<file path="src/rtl/tx_resultado_if.sv">
// tx_resultado_if: result-word handshake and serial line between the ALU
// result side (master) and the transmitter (slave).
interface tx_resultado_if #(
    parameter int CANT_BITS_DATO = 8
);
    logic [CANT_BITS_DATO-1:0] i_dato;
    logic                      i_valid;
    logic                      o_ready;
    logic                      o_tx;
    logic                      o_tx_done;

    modport master (
        output i_dato,
        output i_valid,
        input  o_ready,
        input  o_tx,
        input  o_tx_done
    );

    modport slave (
        input  i_dato,
        input  i_valid,
        output o_ready,
        output o_tx,
        output o_tx_done
    );
endinterface

</file>
<file path="src/rtl/tx_resultado.sv">
// tx_resultado: serializes ALU result words as idle-high async frames
// (start bit, LSB-first data, optional even parity, stop bit).
// Optional feature macro: TX_RESULTADO_PARIDAD_EN inserts an even-parity bit
// between the last data bit and the stop bit.
//
// state    | meaning
// ---------+-----------------------------------------------
// S_IDLE   | line high, ready to accept a word
// S_START  | start bit (line low)
// S_DATA   | data bits, LSB first, shift register drains
// S_PARITY | even-parity bit (only built with the macro)
// S_STOP   | stop bit (line high); done pulse on exit
module tx_resultado #(
    parameter int CANT_BITS_DATO = 8,
    parameter int CLOCKS_POR_BIT = 868
) (
    input  logic           i_clock,
    input  logic           i_reset,
    tx_resultado_if.slave  bus
);
    localparam int CW = (CLOCKS_POR_BIT > 1) ? $clog2(CLOCKS_POR_BIT) : 1;
    localparam int IW = (CANT_BITS_DATO > 1) ? $clog2(CANT_BITS_DATO) : 1;
    localparam logic [CW-1:0] CNT_MAX = CW'(CLOCKS_POR_BIT - 1);
    localparam logic [IW-1:0] IDX_MAX = IW'(CANT_BITS_DATO - 1);

    typedef enum logic [2:0] {
        S_IDLE,
        S_START,
        S_DATA,
        S_PARITY,
        S_STOP
    } state_t;

    state_t                    state_q, state_d;
    logic [CW-1:0]             cnt_q, cnt_d;
    logic [IW-1:0]             idx_q, idx_d;
    logic [CANT_BITS_DATO-1:0] shreg_q, shreg_d;
    logic                      tx_q, tx_d;
    logic                      ready_q, ready_d;
    logic                      done_q, done_d;
`ifdef TX_RESULTADO_PARIDAD_EN
    logic                      par_q, par_d;
`endif
    logic                      bit_end;

    assign bit_end = (cnt_q == CNT_MAX);

    // Next-state, bit timing and registered line value for the next cycle.
    always_comb begin
        state_d = state_q;
        cnt_d   = cnt_q;
        idx_d   = idx_q;
        shreg_d = shreg_q;
        tx_d    = tx_q;
        ready_d = ready_q;
        done_d  = 1'b0;
`ifdef TX_RESULTADO_PARIDAD_EN
        par_d   = par_q;
`endif

        if (state_q != S_IDLE) begin
            cnt_d = bit_end ? '0 : cnt_q + CW'(1);
        end

        case (state_q)
            S_IDLE: begin
                cnt_d   = '0;
                idx_d   = '0;
                tx_d    = 1'b1;
                ready_d = 1'b1;
                if (bus.i_valid && ready_q) begin
                    shreg_d = bus.i_dato;
                    state_d = S_START;
                    tx_d    = 1'b0;
                    ready_d = 1'b0;
`ifdef TX_RESULTADO_PARIDAD_EN
                    par_d   = ^bus.i_dato;
`endif
                end
            end
            S_START: begin
                if (bit_end) begin
                    state_d = S_DATA;
                    tx_d    = shreg_q[0];
                end
            end
            S_DATA: begin
                if (bit_end) begin
                    if (idx_q == IDX_MAX) begin
                        idx_d   = '0;
`ifdef TX_RESULTADO_PARIDAD_EN
                        state_d = S_PARITY;
                        tx_d    = par_q;
`else
                        state_d = S_STOP;
                        tx_d    = 1'b1;
`endif
                    end else begin
                        idx_d   = idx_q + IW'(1);
                        shreg_d = shreg_q >> 1;
                        tx_d    = shreg_d[0];
                    end
                end
            end
            S_PARITY: begin
                if (bit_end) begin
                    state_d = S_STOP;
                    tx_d    = 1'b1;
                end
            end
            S_STOP: begin
                if (bit_end) begin
                    state_d = S_IDLE;
                    tx_d    = 1'b1;
                    ready_d = 1'b1;
                    done_d  = 1'b1;
                end
            end
            default: begin
                state_d = S_IDLE;
                cnt_d   = '0;
                idx_d   = '0;
                tx_d    = 1'b1;
                ready_d = 1'b1;
            end
        endcase
    end

    // State and output registers; reset aborts any frame in progress.
    always_ff @(posedge i_clock) begin
        if (i_reset) begin
            state_q <= S_IDLE;
            cnt_q   <= '0;
            idx_q   <= '0;
            shreg_q <= '0;
            tx_q    <= 1'b1;
            ready_q <= 1'b1;
            done_q  <= 1'b0;
`ifdef TX_RESULTADO_PARIDAD_EN
            par_q   <= 1'b0;
`endif
        end else begin
            state_q <= state_d;
            cnt_q   <= cnt_d;
            idx_q   <= idx_d;
            shreg_q <= shreg_d;
            tx_q    <= tx_d;
            ready_q <= ready_d;
            done_q  <= done_d;
`ifdef TX_RESULTADO_PARIDAD_EN
            par_q   <= par_d;
`endif
        end
    end

    assign bus.o_tx      = tx_q;
    assign bus.o_ready   = ready_q;
    assign bus.o_tx_done = done_q;
endmodule

</file>
<file path="src/flat_wrapper.sv">
// flat-port wrapper written by rule: the top's interface ports become plain ports
module tx_resultado_flat 
#(
    parameter int CANT_BITS_DATO = 8,
    parameter int CLOCKS_POR_BIT = 868
)
  (i_clock, i_reset, bus_i_dato, bus_i_valid, bus_o_ready, bus_o_tx, bus_o_tx_done);
  tx_resultado_if #(.CANT_BITS_DATO(CANT_BITS_DATO)) bus_i ();
  input  logic i_clock;
  input  logic i_reset;
  input wire logic [$bits(bus_i.i_dato)-1:0] bus_i_dato;
  input wire logic [$bits(bus_i.i_valid)-1:0] bus_i_valid;
  output wire logic [$bits(bus_i.o_ready)-1:0] bus_o_ready;
  output wire logic [$bits(bus_i.o_tx)-1:0] bus_o_tx;
  output wire logic [$bits(bus_i.o_tx_done)-1:0] bus_o_tx_done;
  assign bus_i.i_dato = bus_i_dato;
  assign bus_i.i_valid = bus_i_valid;
  assign bus_o_ready = bus_i.o_ready;
  assign bus_o_tx = bus_i.o_tx;
  assign bus_o_tx_done = bus_i.o_tx_done;
  tx_resultado #(.CANT_BITS_DATO(CANT_BITS_DATO), .CLOCKS_POR_BIT(CLOCKS_POR_BIT)) u_core (.i_clock(i_clock), .i_reset(i_reset), .bus(bus_i));
endmodule
</file>
<file path="config.mk">
export PLATFORM = sky130hd
export DESIGN_NAME = tx_resultado_flat
export DESIGN_NICKNAME = d
export VERILOG_FILES = /design/src/rtl/tx_resultado_if.sv /design/src/rtl/tx_resultado.sv /design/src/flat_wrapper.sv
export SDC_FILE = /design/constraint.sdc
export NUM_CORES = 1
export LEC_CHECK = 0
export CAP_MARGIN = 20
export CORE_MARGIN = 2
export CORE_UTILIZATION = 35
export DETAILED_ROUTE_END_ITERATION = 12
export PLACE_DENSITY = 0.56
export SYNTH_ARGS = -nofsm -noshare
export SYNTH_HDL_FRONTEND = slang
export SYNTH_SLANG_ARGS = --single-unit
</file>
<file path="constraint.sdc">
create_clock -name i_clock -period 5 [get_ports i_clock]
set_input_delay 1 -clock i_clock [delete_from_list [all_inputs] [get_ports i_clock]]
set_output_delay 1 -clock i_clock [all_outputs]
set_load 0.02 [all_outputs]
</file>
==> run metrics <==
status complete, no violations; DRC violation total after the first TritonRoute iteration 57; CP bufs+invs 1; hold path start u_core.idx_q[1]$_SDFFE_PP0P_; Skew-Pair Late Insertion Delay roughly 270 ps; final setup violation count 0; # hold bufs at CTS 0; cts bufs inserted 3; Final Util between 40% and 50%; crit-path max FO 16; Warnings, synthesis 0; WL final approximately 2600 um; Critical Path Sink Type register; Sink Count 27; CP max stage delay roughly 710 ps; via count roughly 1,100; hold depth 1; I/O Pins 14; skew final 8.13 ps; CTS tree done; min Tclk post-route 2550 ps; global-route wire length before repair 4600 um; RePlAce Congestion just under 0.8; Core Footprint 3630 um^2; number of synthesized register bits 27; Die Wd about 65 um; Seq/Total Area, Yosys 41.3%; Fillers between 300 and 400; Routed WL per cell roughly 13 um; post-CTS sizing 0; Slew Viols, Final 0; P&R area growth vs syn 15.1%; Critical Path Source bus_i_valid; Pleak 0.529 nW; vias in the first global route 1,018; fmax around 390 MHz; RR Startpoint u_core.state_q[1]$_SDFFE_PP0P_; first-pass detailed-route iteration total 4; drt drc 0; Mapped Nets ~160; Initial Utilization 36.1%; share of cells above drive strength 1 4.67%; global route overflow 0; chip height ~65 um; reg2reg end u_core.shreg_q[3]$_SDFFE_PP0P_; hpwl dp between 1500 and 2000 um; CP arrival 2710 ps; worst reg-to-reg setup slack 2520 ps; Crit-path slowest cell nor2_1; CP top delay family simple AND/OR/NAND/NOR gates; critical path depth in cells 5; R2R depth 4; Clock Tree Root clkbuf_8; final hold viol count 0; Hold Path End u_core.idx_q[1]$_SDFFE_PP0P_; H-tree depth 1; largest net degree at the start of global routing 21; setup TNS 0 ps; Pwr Density 263 nW/um^2; clock buffer depth 2; max_cap viols 0; Netlist cell types 36; kind of critical path input pin to register; crit share post-route between 50 and 60%; DRT antenna net count 0; Worst IR Drop VDD approximately 100 uV; Mapped Area between 1000 and 1500 um^2; unrepaired setup endpoints after global routing false; CP Cell Sequence clkdlybuf4s50_1 -> nand2_1 -> nor2_1 -> o21ai_0 -> o311a_1; ys flop type dfxtp_1; cells after synthesis approximately 140; GRT Util Overall about 14%; initial antenna violation count 0; postcts setup bufs 0; # nets final 165; Required @ worst endpoint around 5200 ps; clk slew on worst S/H paths roughly 90 ps; mean number of vias per cell 5.41; Worst Tran Pin Value 910 ps; relative slew slack about two fifths; syn_area_per_cell 9.23 um^2; Post-synth EDFFs 0; I/O Buffers 13; worst hold path class register to register; num rows 22; startpoint types input pin; Die ar. between 4000 and 5000 um^2; Post-synth ARST share 0%; # diodes 0
==> stage by stage <==
| stage | hold WS, ps | setup slack (ps) | cell area [um^2] | power, mW | cells |
|---|---|---|---|---|---|
| floorplan | 473 | 2930 | 1310 | 0.263 | 142 |
| global placement | 486 | 2310 | 1460 | 0.279 | 194 |
| CTS | 513 | 2450 | 1510 | 0.402 | 198 |
| finish | 512 | 2450 | 1510 | 0.396 | 198 |
| detailed placement | 490 | 2160 | 1460 | 0.281 | 194 |
| global route | 535 | 2210 | 1510 | 0.420 | 198 |
==> area by class of cell <==
class | count | area, um^2 | share of cell area (%)
inverter | 4 | 15.0 | 0.996
timing repair buffer | 13 | 130 | 8.63
tap | 48 | 60.1 | 3.98
multi-input combinational | 102 | 717 | 47.6
clock buffer | 4 | 45.0 | 2.99
sequential | 27 | 541 | 35.9
==> Yosys cell counts, types with 3 or more instances <==
master    instances  area [um^2]
inv_1             4         15.0
o311a_1           7         70.1
nor2_1           20         75.1
xnor2_1           7         61.3
nand2_1           7         26.3
a32o_1            4         40.0
nor3_1            6         30.0
nand3_1           3         15.0
mux2i_1           8         80.1
o21ai_0          10         50.1
xor2_1            3         26.3
dfxtp_1          27          541
buf_2             3         15.0
clkbuf_1          6         22.5
ha_1              3         37.5
==> routing by layer <==
metal,global-route usage (%),vias up,routed length [um]
met5,0,-,0
met4,3.91,0,20
met3,2.40,2,110
met2,23.2,21,1270
met1,17.5,510,1220
li1,-,538,-
==> power by group <==
part           internal (mW)  switching, mW  total [mW]
sequential             0.224        0.00699       0.231
combinational         0.0230         0.0216      0.0446
clock                 0.0569         0.0640       0.121
==> cells in the final DEF, fill, tap and decap left out <==
master	n
dfxtp_1	27
nand4_1	2
clkdlybuf4s50_1	13
nor4_1	1
a32oi_1	1
o221ai_1	1
nand2b_1	1
nand4bb_1	1
a21o_1	1
and4bb_2	1
or4b_2	1
o22ai_1	1
nand4b_1	1
xnor2_1	7
inv_1	4
nand3_1	3
xor2_1	3
a31oi_1	1
nor2b_1	2
mux2i_1	8
nand3b_1	1
a2111oi_0	1
o311ai_0	1
o31ai_1	1
nand2_1	7
o21ai_0	10
or3_1	2
ha_1	3
o311a_1	7
clkbuf_1	1
nor2_1	20
a221o_1	1
or3b_4	1
nor3_1	6
a32o_1	4
nor4_4	1
clkbuf_8	3
==> sequential cells by signal, summed over array words and instances, names as in the netlist <==
register	flops
u_core.bus.o_ready	1
u_core.bus.o_tx	1
u_core.bus.o_tx_done	1
u_core.cnt_q	10
u_core.idx_q	3
u_core.shreg_q	8
u_core.state_q	3
==> logic make-up after synthesis <==
kind of cell	count (synthesis)	synth area share, %
AND/OR/NAND/NOR	51	21.3
multiplexers	8	6.11
adder cells (fa/ha/maj)	3	2.87
AO/OA/AOI/OAI	30	17.8
XOR/XNOR	10	6.69
flip-flops	27	41.3
buffers and inverters	13	4.01
==> worst max-delay path by stage <==
stage / slack, ps / endpoint
6_report: 2450 / u_core.shreg_q[3]$_SDFFE_PP0P_
5_1_grt: 2210 / u_core.shreg_q[3]$_SDFFE_PP0P_
4_1_cts: 2450 / u_core.shreg_q[3]$_SDFFE_PP0P_
3_5_place_dp: 2160 / u_core.shreg_q[3]$_SDFFE_PP0P_
3_3_place_gp: 2310 / u_core.shreg_q[5]$_SDFFE_PP0P_
2_1_floorplan: 2930 / u_core.shreg_q[4]$_SDFFE_PP0P_
Power figures use the tool's default switching activity.
